--- config.mk ---
export PLATFORM = sky130hd
export DESIGN_NAME = ex_mem_stage
export DESIGN_NICKNAME = d
export VERILOG_FILES = /design/src/rtl/ex_mem_stage.sv
export SDC_FILE = /design/constraint.sdc
export NUM_CORES = 1
export LEC_CHECK = 0
export BUFFER_PORTS_ARGS = -buffer_cell sky130_fd_sc_hd__buf_2
export CORE_MARGIN = 2
export CORE_UTILIZATION = 30
export CTS_CLUSTER_DIAMETER = 100
export DETAILED_ROUTE_END_ITERATION = 16
export PLACE_DENSITY_LB_ADDON = 0.05
export SKIP_CTS_REPAIR_TIMING = 1
export SLEW_MARGIN = 40
export SYNTH_ARGS = -nofsm -noshare
export SYNTH_HDL_FRONTEND = slang
export SYNTH_SLANG_ARGS = --single-unit
--- constraint.sdc ---
create_clock -name clk -period 3.6 [get_ports clk]
set_input_delay 0.9 -clock clk [delete_from_list [all_inputs] [get_ports clk]]
set_output_delay 0.9 -clock clk [all_outputs]
set_load 0.05 [all_outputs]
--- src/rtl/ex_mem_stage.sv ---
// Execute stage of the 8-bit core: ALU, iterative multiplier and the
// EX/MEM pipeline register feeding the MEM stage.
module ex_mem_stage #(
  parameter int DATA_W     = 8,
  parameter int MUL_CYCLES = DATA_W
) (
  input  logic              clk,
  input  logic              reset,
  input  logic              flush,
  input  logic              in_valid,
  input  logic              memwrite_in,
  input  logic              memread_in,
  input  logic              memtoreg_in,
  input  logic              regwrite_in,
  input  logic              alusrc_in,
  input  logic [1:0]        aluop_in,
  input  logic [2:0]        func3_in,
  input  logic [6:0]        func7_in,
  input  logic [4:0]        rd_in,
  input  logic [DATA_W-1:0] readdata1_in,
  input  logic [DATA_W-1:0] readdata2_in,
  input  logic [DATA_W-1:0] imm_data_in,
  output logic              stall,
  output logic              out_valid,
  output logic [DATA_W-1:0] alu_result,
  output logic [DATA_W-1:0] store_data,
  output logic [4:0]        rd,
  output logic              memwrite,
  output logic              memread,
  output logic              memtoreg,
  output logic              regwrite,
  output logic              zero
);

  localparam int CW = $clog2(MUL_CYCLES + 1);
  localparam logic [CW-1:0] LAST = CW'(MUL_CYCLES - 1);

  typedef enum logic {EXEC, MUL} state_t;

  state_t state, state_n;

  logic [DATA_W-1:0] op_a, op_b, res;
  logic [DATA_W-1:0] mcand, mplier, acc, acc_n;
  logic [CW-1:0]     cnt;
  logic [4:0]        mul_rd;
  logic [3:0]        mul_ctrl;
  logic [2:0]        shamt;
  logic              res_zero, is_mul, mul_last;

  assign op_a     = readdata1_in;
  assign op_b     = alusrc_in ? imm_data_in : readdata2_in;
  assign shamt    = op_b[2:0];
  assign is_mul   = (aluop_in == 2'b10) &&
                    (func7_in == 7'b0000001) && !alusrc_in;
  assign mul_last = (cnt == LAST);
  assign acc_n    = acc + (mplier[0] ? mcand : '0);

  always_comb begin
    res      = '0;
    res_zero = 1'b0;
    unique case (aluop_in)
      2'b00: res = op_a + op_b;
      2'b01: begin
        res      = op_a - op_b;
        res_zero = (res == '0);
      end
      2'b11: res = op_b;
      default: begin
        unique case (func3_in)
          3'b000: begin
            if (func7_in[5] && !alusrc_in) res = op_a - op_b;
            else                           res = op_a + op_b;
          end
          3'b001: res = op_a << shamt;
          3'b010: res = {{(DATA_W-1){1'b0}},
                         $signed(op_a) < $signed(op_b)};
          3'b011: res = {{(DATA_W-1){1'b0}}, op_a < op_b};
          3'b100: res = op_a ^ op_b;
          3'b101: begin
            if (func7_in[5]) res = $signed(op_a) >>> shamt;
            else             res = op_a >> shamt;
          end
          3'b110: res = op_a | op_b;
          default: res = op_a & op_b;
        endcase
      end
    endcase
  end

  // Final multiply iteration drops stall so ID/EX advances with the result.
  always_comb begin
    stall = 1'b0;
    if (reset && !flush) begin
      if (state == EXEC) stall = in_valid && is_mul;
      else               stall = !mul_last;
    end
  end

  always_comb begin
    state_n = state;
    if (flush) begin
      state_n = EXEC;
    end else if (state == EXEC) begin
      if (in_valid && is_mul) state_n = MUL;
    end else if (mul_last) begin
      state_n = EXEC;
    end
  end

  always_ff @(posedge clk or negedge reset) begin
    if (!reset) state <= EXEC;
    else        state <= state_n;
  end

  always_ff @(posedge clk or negedge reset) begin
    if (!reset) begin
      out_valid  <= 1'b0;
      alu_result <= '0;
      store_data <= '0;
      rd         <= '0;
      memwrite   <= 1'b0;
      memread    <= 1'b0;
      memtoreg   <= 1'b0;
      regwrite   <= 1'b0;
      zero       <= 1'b0;
      mcand      <= '0;
      mplier     <= '0;
      acc        <= '0;
      cnt        <= '0;
      mul_rd     <= '0;
      mul_ctrl   <= '0;
    end else begin
      out_valid <= 1'b0;
      memwrite  <= 1'b0;
      memread   <= 1'b0;
      memtoreg  <= 1'b0;
      regwrite  <= 1'b0;
      if (flush) begin
        cnt <= '0;
      end else if (state == EXEC) begin
        if (in_valid && is_mul) begin
          mcand    <= op_a;
          mplier   <= op_b;
          acc      <= '0;
          cnt      <= '0;
          mul_rd   <= rd_in;
          mul_ctrl <= {memwrite_in, memread_in,
                       memtoreg_in, regwrite_in};
        end else if (in_valid) begin
          out_valid  <= 1'b1;
          alu_result <= res;
          zero       <= res_zero;
          store_data <= readdata2_in;
          rd         <= rd_in;
          memwrite   <= memwrite_in;
          memread    <= memread_in;
          memtoreg   <= memtoreg_in;
          regwrite   <= regwrite_in;
        end
      end else begin
        acc    <= acc_n;
        mcand  <= mcand << 1;
        mplier <= mplier >> 1;
        cnt    <= cnt + 1'b1;
        if (mul_last) begin
          out_valid  <= 1'b1;
          alu_result <= acc_n;
          zero       <= 1'b0;
          rd         <= mul_rd;
          {memwrite, memread, memtoreg, regwrite} <= mul_ctrl;
          cnt        <= '0;
        end
      end
    end
  end

endmodule

==> run summary, run 1 <==
For the required time of the critical path, the log shows 2.70 ns. After Yosys synthesis, and, or, nand and nor cells account for 18.19% of the synthesized area. The dominant combinational cell family by area after synthesis is compound AO/OA/AOI/OAI gates. The total negative slack is 0 ns. The final layout contains 830 nets.

On the worst path, the slowest cell contributes a delay of 0.37 ns. The end point of the critical path is stall. Pin placement for this block handled 78 I/O pins. The signal on the critical path passes through buf_2 -> nor4b_1 -> buf_4 -> nand4_1 -> or3_1 -> nand2_1 -> and2_1 -> buf_2.

Cell type group with the largest total delay on the critical path: simple AND/OR/NAND/NOR gates. The initial core utilization was 30.56%; the period utilization was 94.81%. The root buffer cell chosen for the clock tree is sky130_fd_sc_hd__clkbuf_16. Cell area after placement: 6454 sq um.

Maximum number of pins on one net before global-route repair: 66. The largest buffer count on any clock path is 2. The flow ran to the end, and the final reports show no timing, DRC or antenna violations. Once detail routing completed, the nets flagged for antenna violations numbered 0. In this run, distinct cell masters in the synthesized netlist total 72. Summing all non-filler instances in the final layout gives an area of 6790 sq um. The async set-reset flop share out of synthesis was 100.0%; the average routed wire per standard cell was 20.60 um. Among all flip-flop cells after synthesis, the most frequent one is sky130_fd_sc_hd__dfrtp_1. The logs give 3 for the deepest level of the CTS H-tree and 0 for the number of antenna violations at the first check in global routing.

The number of port buffers came out at 77. Summed over all layers, the routed wires come to 20,080 um. Aggregate global-route resource usage: 20.67%. The synthesized design contains 0 enable-type register cells. The tools report the number of CTS-inserted buffers as 9.

In the final layout, the share of cells above drive strength 1 is 26.01%. Power spread over the standard cell area amounts to 388.0 nW/um^2. The measured slew at the worst slew-check pin was 0.6601 ns; the leakage dissipation was 3.057 nW. Multiplexer cells account for 13.04% of the synthesized area. The global-route wire length before repair is 31,070 um, and the final count of negative-setup-slack endpoints is 0. The area of the mapped netlist is 5490 sq um. After the flow finishes, the layout carries non-filler instances totaling 975. Setup repair after global routing left no endpoint under its margin. Once placement completed, the tool counted placed cells totaling 959. Summing the areas of all xor and xnor instances in the mapped netlist gives 2.393% of the synthesized area.

Before antenna repair, the detailed router went through 5 iterations. The startpoint identified for the worst register-to-register timing path is mplier[0]. The via count of the first global-routing pass came out at 5,175.

The detailed router placed 5,295 vias in this run. The type of destination of the critical path was an output pin. The critical path contains buffers and inverters numbering 3 combined. The logs give 0 for the count of max-cap constraint violations and 0.33 ns for the clock insertion delay at the later pin of the skew report.

In this run the register-to-register setup slack is 1.05 ns. Counting flops and latches in the post-synthesis netlist gives 65. The die area was 19,400 sq um; the count of pins over their slew limit was 0.

The post-detailed-placement half-perimeter wirelength is 15,340 um, and the per-cell via count in the routed design is 5.431. Data arrives at the worst endpoint at 2.51 ns. The CTS clock-pin slew for the worst setup and hold paths works out to 0.06 ns. CTS saw 65 sinks. The floorplan step set the die height to 139.3 um.

Highest achievable clock rate: 293.0 MHz. The normalized max-slew margin was 55.99%. On the final layout, the worst clock skew is 0.007572 ns. The chip width works out to 139.3 um.

The most critical setup path has its startpoint at func7_in[5]. Final estimated routing congestion in global placement: 0.9476. The core region is 17,960 sq um. In the routed design, unresolved DRC markers number 0.

The post-synthesis net count was 722. The run gives 0 as the number of warning messages in the yosys log. By startpoint and endpoint, the worst setup path is classified as primary input to output pin.

The slowest stage of the critical path belongs to the cell sky130_fd_sc_hd__or3_1. Of the synthesized area, sequential elements account for 29.63%. For this run the aggregate overflow at the end of global routing stands at 0. The tools report the number of antenna repair diodes as 0. STA classifies the critical path startpoint as a primary input. VDD sags by at most 0.2442 mV. The first routing iteration left 365 violations. The adder and majority gate portion of the synthesized area was 9.298%.

TritonCTS built the clock tree. The number of cells traversed by the worst register-to-register path is 8, and the average size of a mapped cell is 8.673 sq um. The cell with the most instances on the worst path is sky130_fd_sc_hd__buf_2.

From synthesis to final layout, the design area changed by 23.68%. The compound-gate portion of the synthesized area was 22.04%. The cell count after synthesis is 633.

In this run the worst hold path is classified as register to register. The time the worst path needs with I/O delays and setup was 3.413 ns; the largest fanout on the critical path was 2. The number of endpoints with negative hold slack in the final report is 0.

The endpoint identified for the worst register-to-register timing path is alu_result[5]. The critical path runs through a total of 8 cells. In this run the core area contains 49 standard-cell rows. The tools report the overall power as 2.635 mW.
-- cells by family (layout without fill, tap and decap cells) --
kind of cell,count (synthesis),after routing
and+or+nand+nor,200,200
adders and majority gates,39,39
muxes,60,60
DFF,65,65
AOI/OAI and AO/OA,184,184
xor gates and xnor gates,15,15
buffers and inverters,70,183
-- worst min path at each step --
stage / slack, ns / to / from / cells past startpoint
after global placement: 0.46 / rd[2] / rd[2] / 2
after floorplan: 0.46 / acc[2] / acc[2] / 2
after global routing: 0.51 / memtoreg / mul_ctrl[1] / 1
after detailed placement: 0.47 / rd[1] / rd[1] / 2
final: 0.48 / rd[0] / rd[0] / 2
after CTS: 0.48 / rd[1] / rd[1] / 2
-- where the power goes --
group / total, mW / switching, mW / internal (mW)
registers: 0.819 / 0.0350 / 0.784
logic: 0.840 / 0.543 / 0.298
clock network: 0.975 / 0.348 / 0.628
total: 2.63 / 0.925 / 1.71
-- synth_stat cells (4+ instances only) --
cell	number	share of area, %
sky130_fd_sc_hd__a211oi_1	10	1.4
sky130_fd_sc_hd__a21oi_1	42	3.8
sky130_fd_sc_hd__a22o_1	9	1.4
sky130_fd_sc_hd__a31oi_1	11	1.3
sky130_fd_sc_hd__and2_1	12	1.4
sky130_fd_sc_hd__buf_2	18	1.6
sky130_fd_sc_hd__clkbuf_1	19	1.3
sky130_fd_sc_hd__dfrtp_1	65	30
sky130_fd_sc_hd__ha_1	36	8.2
sky130_fd_sc_hd__inv_1	24	1.6
sky130_fd_sc_hd__mux2_1	7	1.4
sky130_fd_sc_hd__mux2_2	15	3.1
sky130_fd_sc_hd__mux2i_1	31	5.7
sky130_fd_sc_hd__mux4_2	6	2.5
sky130_fd_sc_hd__nand2_1	65	4.4
sky130_fd_sc_hd__nand2b_1	10	1.1
sky130_fd_sc_hd__nand3_1	17	1.5
sky130_fd_sc_hd__nand3b_1	4	0.55
sky130_fd_sc_hd__nand4_1	4	0.46
sky130_fd_sc_hd__nor2_1	42	2.9
sky130_fd_sc_hd__nor2b_1	9	1.0
sky130_fd_sc_hd__nor3_1	8	0.73
sky130_fd_sc_hd__nor3b_1	5	0.68
sky130_fd_sc_hd__o211ai_1	16	2.2
sky130_fd_sc_hd__o21ai_0	30	2.7
sky130_fd_sc_hd__o21ai_1	21	1.9
sky130_fd_sc_hd__or3_1	4	0.46
sky130_fd_sc_hd__xnor2_1	11	1.8
sky130_fd_sc_hd__xor2_1	4	0.64
-- final cells by class --
cell class	count	area (sq um)
inverters	27	101.3
well taps	229	286.5
multi-input cells	498	3582
clock inverters	6	91.34
repair buffers	140	862.1
fillers	1851	11170
clock buffers	10	239.0
flip-flops and latches	65	1628
-- registers in the layout, summed over array words and instances (netlist names), 4 cells and up --
register	flops
mcand	8
mul_ctrl	4
mul_rd	5
cnt	4
rd	5
store_data	8
acc	8
alu_result	8
mplier	8
-- through the flow --
stage | hold WS [ns] | worst slack, ns | utilization (%)
floorplan | 0.4551 | -0.05790 | -
global placement | 0.4616 | 0.03773 | 35.91
detailed placement | 0.4652 | -0.07704 | 35.93
CTS | 0.4791 | 0.1064 | 37.77
global route | 0.5081 | 0.02180 | 37.80
finish | 0.4780 | 0.1869 | 37.80
-- layout by cell type, fill, tap and decap left out, types with 8 or more instances in the layout --
master / instances
sky130_fd_sc_hd__o211ai_1: 16
sky130_fd_sc_hd__nor3_1: 8
sky130_fd_sc_hd__buf_4: 62
sky130_fd_sc_hd__nand3_1: 17
sky130_fd_sc_hd__ha_1: 36
sky130_fd_sc_hd__dfrtp_1: 64
sky130_fd_sc_hd__mux2_2: 15
sky130_fd_sc_hd__inv_1: 24
sky130_fd_sc_hd__nand2b_1: 10
sky130_fd_sc_hd__a21oi_1: 42
sky130_fd_sc_hd__a22o_1: 9
sky130_fd_sc_hd__mux2i_1: 30
sky130_fd_sc_hd__o21ai_1: 21
sky130_fd_sc_hd__nand2_1: 65
sky130_fd_sc_hd__xnor2_1: 11
sky130_fd_sc_hd__nor2_1: 42
sky130_fd_sc_hd__o21ai_0: 30
sky130_fd_sc_hd__nor2b_1: 9
sky130_fd_sc_hd__buf_2: 77
sky130_fd_sc_hd__a211oi_1: 10
sky130_fd_sc_hd__clkbuf_16: 9
sky130_fd_sc_hd__a31oi_1: 10
sky130_fd_sc_hd__and2_1: 12
-- worst reg2reg max path, delay by kind of cell, from the launching register on --
family,cells,cell delay (ns)
AO/OA/AOI/OAI,6,1.46
flip-flops,1,0.48
adder cells (fa/ha/maj),1,0.29
AND/OR/NAND/NOR,1,0.21
-- metal layers --
| metal | GRT usage, % | vias to the layer above | share of wire (%) |
|---|---|---|---|
| met3 | 3.338 | 37 | 4.8 |
| met2 | 31.63 | 165 | 45 |
| li1 | - | 2533 | - |
| met1 | 28.90 | 2560 | 46 |
| met5 | 0 | - | 0 |
| met4 | 8.825 | 0 | 4.2 |
Power figures use the tool's default switching activity.
==> run 2, diff against run 1 <==
--- a/config.mk
+++ b/config.mk
@@ -9,6 +9,7 @@
 export CORE_MARGIN = 2
 export CORE_UTILIZATION = 30
 export CTS_CLUSTER_DIAMETER = 100
+export CTS_CLUSTER_SIZE = 40
 export DETAILED_ROUTE_END_ITERATION = 16
 export PLACE_DENSITY_LB_ADDON = 0.05
 export SKIP_CTS_REPAIR_TIMING = 1
==> constraint.sdc (replaced) <==
create_clock -name clk -period 3.6 [get_ports clk]
set_input_delay 0.36 -clock clk [delete_from_list [all_inputs] [get_ports clk]]
set_output_delay 0.36 -clock clk [all_outputs]
set_load 0.05 [all_outputs]
==> run 2 against run 1 <==
Effect of this change: flip-flop and latch count is the same; routed wire length grew 0.25%; first-iteration DRC count grew 21%; largest cell class unchanged.
==> run summary, run 2 (synthesis results as in run 1) <==
The via count of the first global-routing pass came out at 5,100 (-1.4%). Initial core utilization: 30.56% (unchanged). The clock insertion delay at the later pin of the skew report is 0.34 ns (about the same), and the cell internal power dissipation is 1.587 mW (-7.2%).

The number of cells on the worst hold path was 2 (unchanged); the number of cells traversed by the worst register-to-register path was 7 (-1). The cell area power density is 389.5 nW/um^2 (+0.39%). The remaining number of nets flagged by the antenna check after routing is 0 (unchanged).

The average routed wire per standard cell was 21.46 um (+4.2%); the die outline height was 139.3 um (unchanged). The logs give 0 (unchanged) for the total congestion overflow and 793 (-4.5%) for the number of nets in the finished design. The top cell types in the final layout, fill and taps aside, are sky130_fd_sc_hd__buf_2 (77), sky130_fd_sc_hd__nand2_1 (65), sky130_fd_sc_hd__dfrtp_1 (64).

TritonCTS built the clock tree. The logs give 3.20 ns (+0.69 ns) for the data arrival time of the critical path and 0 (unchanged) for the number of endpoints with negative hold slack in the final report. Setup repair after global routing left no endpoint under its margin. The period utilization is 81.72% (-13 points). The library cell used most frequently in the layout, excluding fill and tap cells, is sky130_fd_sc_hd__buf_2.

The routed via count came out at 5,217 (-1.5%). The time the worst path needs with I/O delays and setup came out at 2.942 ns (-0.4710 ns). The portion of total power attributed to the clock network was 36.0% (-1.0 points). The number of sinks on the clock net is 65 (unchanged), and the number of fillers in the final layout is 1,885 (+1.8%). The run gives 0.3032 ns (+0.3802 ns) as the post-placement worst setup slack. The number of detailed-route iterations in the first pass is 5 (unchanged).

The run gives 938 (-3.8%) as the number of cells in the finished layout apart from fillers. For the number of antenna violations at the first check in global routing, the log shows 0 (unchanged). Type of destination of the critical path: a register.

The tools report the leakage dissipation as 2.859 nW (-6.5%). The area overhead of the layout relative to synthesis came out at 17.98%. The post-route worst setup slack was 0.6579 ns (+0.4710 ns); the DRC violation count after routing was 0 (unchanged).

The combined area of the multi-input logic cells is 3576 sq um (-0.17%), and the number of port buffers is 77 (unchanged). The run gives 3.86 ns (+1.16 ns) as the required time of the critical path. The normalized max-slew margin was 48.94% (-7.1 points).

For the overall power, the log shows 2.523 mW (-4.2%). The proportion of power drawn by combinational gates is 31.6% (-0.3 points). The initial detailed-routing violation count is 442 (+21%), and the count of pins over their slew limit is 0 (unchanged).

The maximum number of pins on one net before global-route repair was 51 (-23%); the measured slew at the worst slew-check pin was 0.7631 ns (+0.1030 ns). The switching share of power was 37.11% (+2.0 points). The logs give 3 (unchanged) for the deepest level of the CTS H-tree and 0.2369 mV (-3.0%) for the largest voltage drop on the vdd net. For the final estimated routing congestion in global placement, the log shows 0.9986 (+5.4%). The core area was 17,960 sq um (unchanged); the CTS clock-pin slew for the worst setup and hold paths was 0.06 ns (about the same). Number of antenna repair diodes: 0 (unchanged).

The largest fanout on the critical path works out to 17 (+15). The path class of the tightest hold or removal check is primary input to register. The per-cell via count in the routed design was 5.562 (+2.4%).

The number of CTS-inserted buffers was 9 (unchanged); the post-detailed-placement half-perimeter wirelength was 15,280 um (-0.35%). The count of max-cap constraint violations is 0 (unchanged). The library cell used as clock root buffer was sky130_fd_sc_hd__clkbuf_16. Sequential cell fraction of total power: 32.3% (+1.2 points).

The run gives 921 (-4.0%) as the cell total after placement. Proportion of layout cells with a drive suffix above 1: 21.86% (-4.1 points). The logs give 30,910 um (-0.51%) for the global-route wire length before repair and 339.9 MHz (+16%) for the highest achievable clock rate. The nature of the critical path startpoint is a primary input.

The critical path is of the primary input to register type. The final count of negative-setup-slack endpoints came out at 0 (unchanged). The tools report the net switching power as 936.3 uW (+1.2%). For the area taken by flip-flops and latches, the log shows 1628 sq um (unchanged). The run finished with clean final reports.

The die area was 19,400 sq um (unchanged); the number of core rows was 49 (unchanged). The worst clock skew was 0.005384 ns (-0.002188 ns); the I/O pin count was 78 (unchanged). The tools report the post-layout utilization of the core as 36.06% (-1.7 points). Largest buffer count on any clock path: 2 (unchanged).

The aggregate global-route resource usage came out at 20.94% (+0.27 points). The routed wire length was 20,130 um (+0.25%). The run gives 0 ns (unchanged) as the total negative slack.

The chip width was 139.3 um (unchanged).
[run 2: changes by cell type in the layout (fill, tap and decap cells not counted)]
cell                            before  now
sky130_fd_sc_hd__clkbuf_8            1    0
sky130_fd_sc_hd__inv_6               0    2
sky130_fd_sc_hd__clkinv_4            3    2
sky130_fd_sc_hd__dlygate4sd3_1       0    1
sky130_fd_sc_hd__clkinvlp_4          0    1
sky130_fd_sc_hd__bufinv_16           2    1
sky130_fd_sc_hd__nor4_2              1    0
sky130_fd_sc_hd__buf_6               1    0
sky130_fd_sc_hd__buf_4              62   25
sky130_fd_sc_hd__nor4_1              2    3
[run 2: cell type report]
class	instances	share of cell area, %
sequential	65	25.13
clock buffer	9	3.477
multi-input combinational	498	55.21
timing repair buffer	103	9.001
tap	229	4.423
clock inverter	7	1.198
inverter	27	1.565
[run 2: path summary, 6_finish.rpt]
path | startpoint | to | slack, ns
worst max-delay path | alusrc_in | zero | 0.66
worst min-delay path | memwrite_in | memwrite | 0.24
worst max register to register | state | alu_result[6] | 1.02
worst min register to register | rd[2] | rd[2] | 0.48
max in group asynchronous | reset | state | 2.07
min in group asynchronous | reset | acc[5] | 0.50
[run 2: power by group through the flow]
stage	clock (mW)	combinational [mW]	sequential, mW
final	0.909	0.798	0.816
after global routing	0.973	0.862	0.824
after CTS	0.944	0.796	0.817
after detailed placement	0	0.793	0.830
after global placement	0	0.798	0.828
after floorplan	0	0.388	0.966
[run 2: layer usage]
layer	GRT usage (%)	vias up	wire length (um)
met2	33.20	178	9384
li1	-	2464	-
met5	0	-	0
met4	8.453	0	699
met3	3.407	30	1029
met1	28.50	2545	9020
[run 2: through the flow]
| step | instance area [sq um] | hold WS (ns) |
|---|---|---|
| global route | 6477 | 0.2396 |
| finish | 6477 | 0.2383 |
| global placement | 6165 | 0.3469 |
| floorplan | 5490 | 0.06441 |
| CTS | 6467 | -0.02588 |
| detailed placement | 6165 | 0.3524 |
[run 2: worst max-delay path, stage by stage]
cell and delay (ns):
sky130_fd_sc_hd__buf_2 0.39, sky130_fd_sc_hd__mux2i_4 0.32, sky130_fd_sc_hd__inv_2 0.06, sky130_fd_sc_hd__ha_1 0.21, sky130_fd_sc_hd__fa_1 0.45, sky130_fd_sc_hd__o21bai_1 0.35
sky130_fd_sc_hd__a21oi_1 0.20, sky130_fd_sc_hd__xor2_1 0.18, sky130_fd_sc_hd__or4_4 0.50, sky130_fd_sc_hd__o31ai_4 0.16
==> run 3, diff against run 2 <==
==> constraint.sdc (replaced) <==
create_clock -name clk -period 2.7 [get_ports clk]
set_input_delay 0.27 -clock clk [delete_from_list [all_inputs] [get_ports clk]]
set_output_delay 0.27 -clock clk [all_outputs]
set_load 0.05 [all_outputs]
==> run 3 against run 2 <==
Effect of this change: flip-flop and latch count unchanged; routed wire length decreased by 1.5%; sequential share of layout area decreased by 1.8 points; clock skew increased by 0.0036 ns; highest routed layer unchanged; largest cell class unchanged; utilization increased by 2.8 points; hold slack got worse by 0.16 ns; cell count increased by 5.3%; worst setup slack got worse by 0.50 ns; largest power group unchanged; register-to-register slack got worse by 0.73 ns; die area unchanged.
==> run summary, run 3 (synthesis results as in run 1) <==
The measured slew at the worst slew-check pin came out at 0.6468 ns (-0.1162 ns). In this run the worst setup path begins at alusrc_in. The count of pins over their slew limit is 0 (unchanged). The setup slack of the most critical reg-to-reg path came out at 0.29 ns (-0.73 ns).

The tools report the number of sinks on the clock net as 65 (unchanged). The largest fanout on the critical path came out at 7 (-10). The number of antenna repair diodes is 0 (unchanged), and the time the worst path needs with I/O delays and setup is 2.538 ns. The number of antenna violations at the first check in global routing is 0 (unchanged). The routed via count was 5,300 (+1.6%). The via count of the first global-routing pass was 5,240 (+2.7%); the routed wire length was 19,840 um (-1.5%). The critical path is of the primary input to register type. Number of endpoints with negative hold slack in the final report: 0 (unchanged). The overall power came out at 3.559 mW (+41%). The run finished with clean final reports. The clock insertion delay at the later pin of the skew report was 0.34 ns (about the same). The run gives 0.3134 mV (+32%) as the largest voltage drop on the vdd net.

The required time of the critical path was 2.95 ns (-0.91 ns); the per-cell via count in the routed design was 5.364 (-3.6%). The die area is 19,400 sq um (unchanged), and the initial detailed-routing violation count is 497 (+12%). For the final count of negative-setup-slack endpoints, the log shows 0 (unchanged).

The proportion of layout cells with a drive suffix above 1 is 28.46% (+6.6 points), and the normalized max-slew margin is 56.88% (+7.9 points). The number of port buffers came out at 77 (unchanged). Dividing the final minimum period by the clock period gives 94.01%. The top cell types in the final layout, fill and taps aside, are sky130_fd_sc_hd__buf_2 (77), sky130_fd_sc_hd__buf_4 (72), sky130_fd_sc_hd__nand2_1 (65). The number of CTS-inserted buffers came out at 9 (unchanged). For the core area, the log shows 17,960 sq um (unchanged). The maximum number of pins on one net before global-route repair came out at 66 (+29%).

The I/O pin count is 78 (unchanged), and the DRC violation count after routing is 0 (unchanged). The number of cells traversed by the worst register-to-register path works out to 9 (+2). Setup repair after global routing left no endpoint under its margin. The largest buffer count on any clock path was 2 (unchanged); the deepest level of the CTS H-tree was 3 (unchanged). Worst clock skew: 0.009009 ns (+0.003625 ns).

Cell area power density: 509.9 nW/um^2 (+31%). TritonCTS built the clock tree. The remaining number of nets flagged by the antenna check after routing was 0 (unchanged); the total congestion overflow was 0 (unchanged). Leaving out fill and tap cells, the most frequent cell in the layout is sky130_fd_sc_hd__buf_2. STA classifies the critical path endpoint as a register.

The CTS clock-pin slew for the worst setup and hold paths works out to 0.06 ns (about the same). For the global-route wire length before repair, the log shows 31,440 um (+1.7%). The chip width came out at 139.3 um (unchanged). The tools report the nature of the critical path startpoint as a primary input. The beginning of the worst register-to-register path was mplier[0]. The data arrival time of the critical path is 2.79 ns (-0.41 ns). The logs give 394.0 MHz for the highest achievable clock rate and 843 (+6.3%) for the number of nets in the finished design.

The tightest min-delay check is of the primary input to async pin type. Following the worst setup path forward leads to its endpoint at zero. The post-detailed-placement half-perimeter wirelength came out at 15,430 um (+0.94%).

The number of detailed-route iterations in the first pass is 5 (unchanged). The run gives 0 ns (unchanged) as the total negative slack. The count of max-cap constraint violations was 0 (unchanged). The worst register-to-register path ends at alu_result[6]. The initial core utilization came out at 30.56% (unchanged).

The final estimated routing congestion in global placement was 0.9291 (-7.0%). Number of core rows: 49 (unchanged). The library cell used as clock root buffer was sky130_fd_sc_hd__clkbuf_16. The leakage dissipation was 3.131 nW (+9.5%).

The aggregate global-route resource usage is 20.82% (-0.12 points), and the die outline height is 139.3 um (unchanged). The area overhead of the layout relative to synthesis is 27.12%. The average routed wire per standard cell was 20.08 um (-6.5%).
-- run 3: critical path, stage by stage --
cell,delay (ns)
sky130_fd_sc_hd__buf_2,0.23
sky130_fd_sc_hd__buf_12,0.16
sky130_fd_sc_hd__mux2i_1,0.28
sky130_fd_sc_hd__ha_1,0.35
sky130_fd_sc_hd__nor2b_1,0.20
sky130_fd_sc_hd__a2111oi_4,0.32
sky130_fd_sc_hd__or3_1,0.18
sky130_fd_sc_hd__nand3_1,0.08
sky130_fd_sc_hd__or4_4,0.54
sky130_fd_sc_hd__o31ai_4,0.16
-- run 3: per-layer routing --
layer / global-route usage [%] / share of wire, % / up-vias / routed length, um
met2: 31.68 / 45 / 179 / 8893
met3: 3.544 / 5.0 / 36 / 985
met4: 6.592 / 2.8 / 0 / 564
li1: - / - / 2561 / -
met1: 30.10 / 47 / 2524 / 9391
met5: 0 / 0 / - / 0
-- run 3: worst min-delay path by stage --
| stage | endpoint | slack, ns | cells past startpoint |
|---|---|---|---|
| floorplan | acc[0] | -0.03 | 0 |
| global placement | rd[2] | 0.46 | 2 |
| detailed placement | rd[0] | 0.48 | 2 |
| CTS | acc[6] | 0.13 | 2 |
| global route | mul_rd[3] | 0.15 | 2 |
| finish | acc[4] | 0.08 | 2 |
-- run 3: final cells by class --
type / count / area (sq um)
fill: 1856 / 10980
multi-input combinational: 498 / 3650
sequential: 65 / 1628
timing repair buffer: 153 / 988.4
tap: 229 / 286.5
clock buffer: 9 / 225.2
inverter: 27 / 101.3
clock inverter: 7 / 100.1
-- run 3: per-stage QoR --
stage / instance area (sq um) / setup WS, ns / hold WS, ns / std cells / utilization [%]
2_1_floorplan: 5604 / -0.05553 / -0.02559 / 633 / -
3_3_place_gp: 6641 / -0.1702 / 0.4613 / 972 / 36.97
3_5_place_dp: 6645 / -0.2042 / 0.4773 / 972 / 36.99
4_1_cts: 6970 / 0.1456 / 0.1334 / 988 / 38.80
5_1_grt: 6979 / 0.01778 / 0.1498 / 988 / 38.85
6_report: 6979 / 0.1618 / 0.07718 / 988 / 38.85
-- run 3: power breakdown --
part	switching (mW)	internal [mW]
logic	0.741	0.431
clock network	0.482	0.816
registers	0.0428	1.05
total	1.27	2.29
